[src/rtl/sr_drive_ctrl.sv]
// sr_drive_ctrl: debounced set/clear request lines to clean, non-overlapping
// S/R pulses for a downstream SR flip-flop, with an expected-Q model.
//
// Ports:
//   clk      - single clock, all state on rising edge
//   rst_n    - synchronous active-low reset
//   set_req  - raw asynchronous set request level
//   clr_req  - raw asynchronous clear request level
//   S, R     - registered drives to the flip-flop, never high together
//   busy     - high while a pulse or its trailing gap is in progress
//   q_model  - expected flip-flop Q after the last completed pulse
//   conflict - one-cycle flag for coincident set/clear edges
module sr_drive_ctrl #(
    parameter int DB_CYC    = 4,
    parameter int PULSE_CYC = 3,
    parameter int GAP_CYC   = 2
) (
    input  logic clk,
    input  logic rst_n,
    input  logic set_req,
    input  logic clr_req,
    output logic S,
    output logic R,
    output logic busy,
    output logic q_model,
    output logic conflict
);

    localparam int DBW  = (DB_CYC > 1) ? $clog2(DB_CYC) : 1;
    localparam int TMAX = (PULSE_CYC > GAP_CYC) ? PULSE_CYC : GAP_CYC;
    localparam int TW   = (TMAX > 1) ? $clog2(TMAX) : 1;

    localparam logic [DBW-1:0] DB_LAST = DBW'(DB_CYC - 1);
    localparam logic [TW-1:0]  P_LAST  = TW'(PULSE_CYC - 1);
    localparam logic [TW-1:0]  G_LAST  = TW'(GAP_CYC - 1);

    typedef enum logic [1:0] {
        IDLE,
        DRV_S,
        DRV_R,
        GAP
    } state_t;

    typedef enum logic [1:0] {
        C_NONE,
        C_SET,
        C_CLR
    } cmd_t;

    // Bit 0 carries the set line, bit 1 the clear line.
    logic [1:0]     s1;
    logic [1:0]     s2;
    logic [1:0]     db;
    logic [1:0]     db_d;
    logic [DBW-1:0] db_cnt [2];

    state_t         state;
    cmd_t           slot;
    logic [TW-1:0]  tcnt;

    logic           set_edge;
    logic           clr_edge;
    logic           new_req;
    cmd_t           new_cmd;
    cmd_t           idle_cmd;

    // Synchronizer and debouncer. db only moves after s2 has disagreed
    // with it for DB_CYC consecutive edges; any agreement restarts the run.
    always_ff @(posedge clk) begin
        if (!rst_n) begin
            s1        <= '0;
            s2        <= '0;
            db        <= '0;
            db_d      <= '0;
            db_cnt[0] <= '0;
            db_cnt[1] <= '0;
        end else begin
            s1   <= {clr_req, set_req};
            s2   <= s1;
            db_d <= db;
            for (int i = 0; i < 2; i++) begin
                if (s2[i] == db[i]) begin
                    db_cnt[i] <= '0;
                end else if (db_cnt[i] == DB_LAST) begin
                    db[i]     <= s2[i];
                    db_cnt[i] <= '0;
                end else begin
                    db_cnt[i] <= db_cnt[i] + DBW'(1);
                end
            end
        end
    end

    assign set_edge = db[0] & ~db_d[0];
    assign clr_edge = db[1] & ~db_d[1];

    // A coincident pair is a request that cancels: new_req with C_NONE
    // empties the slot instead of leaving an older entry behind.
    always_comb begin
        new_req = set_edge | clr_edge;
        new_cmd = C_NONE;
        unique case (1'b1)
            set_edge & ~clr_edge: new_cmd = C_SET;
            clr_edge & ~set_edge: new_cmd = C_CLR;
            default:              new_cmd = C_NONE;
        endcase
    end

    assign idle_cmd = new_req ? new_cmd : slot;

    always_ff @(posedge clk) begin
        if (!rst_n) begin
            state    <= IDLE;
            slot     <= C_NONE;
            tcnt     <= '0;
            S        <= 1'b0;
            R        <= 1'b0;
            busy     <= 1'b0;
            q_model  <= 1'b0;
            conflict <= 1'b0;
        end else begin
            conflict <= set_edge & clr_edge;
            if (new_req) begin
                slot <= new_cmd;
            end
            unique case (state)
                IDLE: begin
                    slot <= C_NONE;
                    tcnt <= '0;
                    if (idle_cmd == C_SET) begin
                        state <= DRV_S;
                        S     <= 1'b1;
                        busy  <= 1'b1;
                    end else if (idle_cmd == C_CLR) begin
                        state <= DRV_R;
                        R     <= 1'b1;
                        busy  <= 1'b1;
                    end
                end
                DRV_S, DRV_R: begin
                    if (tcnt == P_LAST) begin
                        state   <= GAP;
                        S       <= 1'b0;
                        R       <= 1'b0;
                        q_model <= (state == DRV_S);
                        tcnt    <= '0;
                    end else begin
                        tcnt <= tcnt + TW'(1);
                    end
                end
                GAP: begin
                    if (tcnt == G_LAST) begin
                        state <= IDLE;
                        busy  <= 1'b0;
                        tcnt  <= '0;
                    end else begin
                        tcnt <= tcnt + TW'(1);
                    end
                end
                default: begin
                    state <= IDLE;
                end
            endcase
        end
    end

endmodule

[config.mk]
export PLATFORM = sky130hd
export DESIGN_NAME = sr_drive_ctrl
export DESIGN_NICKNAME = d
export VERILOG_FILES = /design/src/rtl/sr_drive_ctrl.sv
export SDC_FILE = /design/constraint.sdc
export NUM_CORES = 1
export LEC_CHECK = 0
export BUFFER_PORTS_ARGS = -buffer_cell sky130_fd_sc_hd__buf_2
export CAP_MARGIN = 10
export CORE_MARGIN = 2
export CORE_UTILIZATION = 60
export DETAILED_ROUTE_END_ITERATION = 10
export PLACE_DENSITY = 0.91
export SETUP_SLACK_MARGIN = 0.5
export SLEW_MARGIN = 20
export SYNTH_ARGS = -nofsm -noshare
export SYNTH_HDL_FRONTEND = slang
export SYNTH_SLANG_ARGS = --single-unit
[constraint.sdc]
create_clock -name clk -period 4.5 [get_ports clk]
set_input_delay 1.35 -clock clk [delete_from_list [all_inputs] [get_ports clk]]
set_output_delay 1.35 -clock clk [all_outputs]
set_load 0.005 [all_outputs]
==> results.toml <==
[place]
preCtsSetupSlack_ns = 2.41
port_buffers = 8
gp_congestion = 0.828
dp_cells = 127
dpl.hpwl_um = 1250
dpl_cell_area_mm2 = 0.00111

[worst_setup_path]
cp-end-kind = "output pin"
slowest_stage = "dfxtp_1"
critPathMaxFanout = 3
crit_arrival_ns = 0.81
rrSetupSlack_ns = 2.73
cp_cell_sequence = "buf_2"
path_delay_family = "flip-flops"
cp_slowest_stage_delay_ns = 0.37
start_kind = "flop"
path_class = "flop to output pin"
critPathRequiredTime_ns = 3.15
critPathBufInv = 1

[floorplanning]
die_w_um = 45.7
num_rows = 15
coreArea_mm2 = 0.00169
start_util_pct = 61.9
die_y_um = 45.7
io_pins = 9
dieArea_mm2 = 0.00209

[cells_and_area]
area_growth_pct = 9.22
layout-drive-gt1-share_pct = 12.3
multi_input_area_um2 = 529
final_cell_area_mm2 = 0.00114
antenna_cells = 0
finalNonFillerCells = 131
fin_nets = 127
final_cell_mix = "dfxtp_1 (19), ha_1 (8), buf_2 (8), nor2b_1 (7)"
regArea_um2 = 500
fillCellCount = 131
final_common_cell = "dfxtp_1"

[clocking]
cts_hold_buf = 0
cts_resized = 0
htreeDepth = 1
clk_path_buf_depth = 2
cts_inserted_buffers = 3
clkSinkCount = 23
worstSkewPairLatency_ns = 0.31
path_clk_slew_ns = 0.13
root_buffer = "clkbuf_4"
post_cts_buffers = 0
tritoncts = "done"

[synthesis]
synth_mux_area_share_pct = 2.87
syn_inst = 100
synth.distinct_cells = 33
synth_fa_ha_area_share_pct = 9.58
yosys_warnings = 0
async_reset_ff_share_pct = 0
synth_seq_cells = 23
synth_seq_area_share_pct = 47.9
syn_area_per_cell_um2 = 10.4
synth_xor_area_share_pct = 1.68
synth_edf_count = 4
yosys.area_share.simple_pct = 23.0
synthFlopType = "dfxtp_1"
syn-cell-area_mm2 = 0.00104
synth_top_family_by_area = "simple AND/OR/NAND/NOR gates"
synth_compound_area_share_pct = 12.1

[sta]
fin_tns_setup_ns = 0
rsz0062_at_grt = "no"
layout_setup_ws_ns = 2.34
setup_viol = 0
report.final.slew_viol_count = 0
finalCritPeriodShare_pct = 47.9
fmax_mhz = 464
fin_skew_ns = 0.00971
hold_viol = 0
min_period_ns = 2.16

[global_route]
grt_pass1_vias = 653
grt_max_degree = 20
grt_overflow_total = 0
grtUsageTotal_pct = 18.3
antenna_found_initial = 0
grt_first_pass_wirelength_um = 2730

[drt]
drtAntennaViolNets = 0
drt_iter0_markers = 12
wl_per_cell_um = 12.8
post-route-drc-count = 0
wl_um = 1670
via_per_inst = 5.67
via_count = 743
dr.pass1.iters = 4

[power]
power_uw = 423
p_per_area_mw_per_mm2 = 371
p_leak_nw = 0.490
ir_drop_mv = 0.258

[run]
drv_cap = 0

[worst_hold_path]
holdCritPathClass = "flop to flop"

[outcome]
status = "completed"
==> worst paths after layout <==
path,to,startpoint,cells after the start
max,R,R,1
min,conflict,db_d[0],1
max reg2reg,state[0],db[1],7
min reg2reg,conflict,db_d[0],1
==> cell type report <==
type | count | area share [%]
Clock buffer | 3 | 1.97
Clock inverter | 1 | 0.439
Inverter | 6 | 1.97
Multi-Input combinational cell | 73 | 46.4
Sequential cell | 23 | 43.9
Tap cell | 17 | 1.86
Timing Repair Buffer | 8 | 3.51
==> registers in the layout, indices dropped and copies added, names as in the netlist <==
name / cells
db_cnt: 4
db: 2
db_d: 2
s1: 2
s2: 2
slot: 2
state: 2
tcnt: 2
R: 1
S: 1
busy: 1
conflict: 1
q_model: 1
==> cell families (layout without fill, tap and decap cells) <==
kind of cell / count (synthesis) / in the layout
other: 1 / 4
DFF: 23 / 23
AOI/OAI and AO/OA: 18 / 18
adders and majority gates: 8 / 8
buffers and inverters: 7 / 18
and+or+nand+nor: 38 / 38
xor gates and xnor gates: 2 / 2
muxes: 3 / 3
==> cells in the mapped netlist, drive strengths merged (2+ instances only) <==
cell type / instances / area, um2
nand2b: 3 / 18.8
nor2: 4 / 15.0
o211ai: 2 / 15.0
and2: 6 / 37.5
o21a: 2 / 15.0
ha: 8 / 100
edfxtp: 4 / 120
a31oi: 2 / 12.5
mux2i: 3 / 30.0
inv: 6 / 22.5
nand3b: 3 / 22.5
nand2: 6 / 22.5
a21boi: 2 / 15.0
o21ai: 2 / 10.0
o21bai: 2 / 15.0
nor4bb: 2 / 20.0
a21oi: 2 / 10.0
dfxtp: 19 / 380
a311oi: 2 / 17.5
nor2b: 7 / 43.8
==> power by group <==
| group | switching (mW) | internal, mW | total, mW |
|---|---|---|---|
| registers | 0.0120 | 0.224 | 0.236 |
| clock network | 0.0613 | 0.0332 | 0.0945 |
| logic | 0.0496 | 0.0425 | 0.0921 |
==> through the flow <==
step / hold WS [ns] / util (%)
6_report: 0.443 / 67.6
4_1_cts: 0.445 / 67.6
5_1_grt: 0.453 / 67.6
3_5_place_dp: 0.426 / 65.9
2_1_floorplan: 0.390 / -
3_3_place_gp: 0.404 / 65.9
==> per-layer routing <==
metal | vias to the layer above | track usage, % | part of all wire, %
met5 | - | 0 | 0
met1 | 347 | 23.6 | 46
met4 | 0 | 6.86 | 1.3
met2 | 20 | 30.1 | 48
met3 | 4 | 3.57 | 3.9
li1 | 372 | - | -
Power figures use the tool's default switching activity.
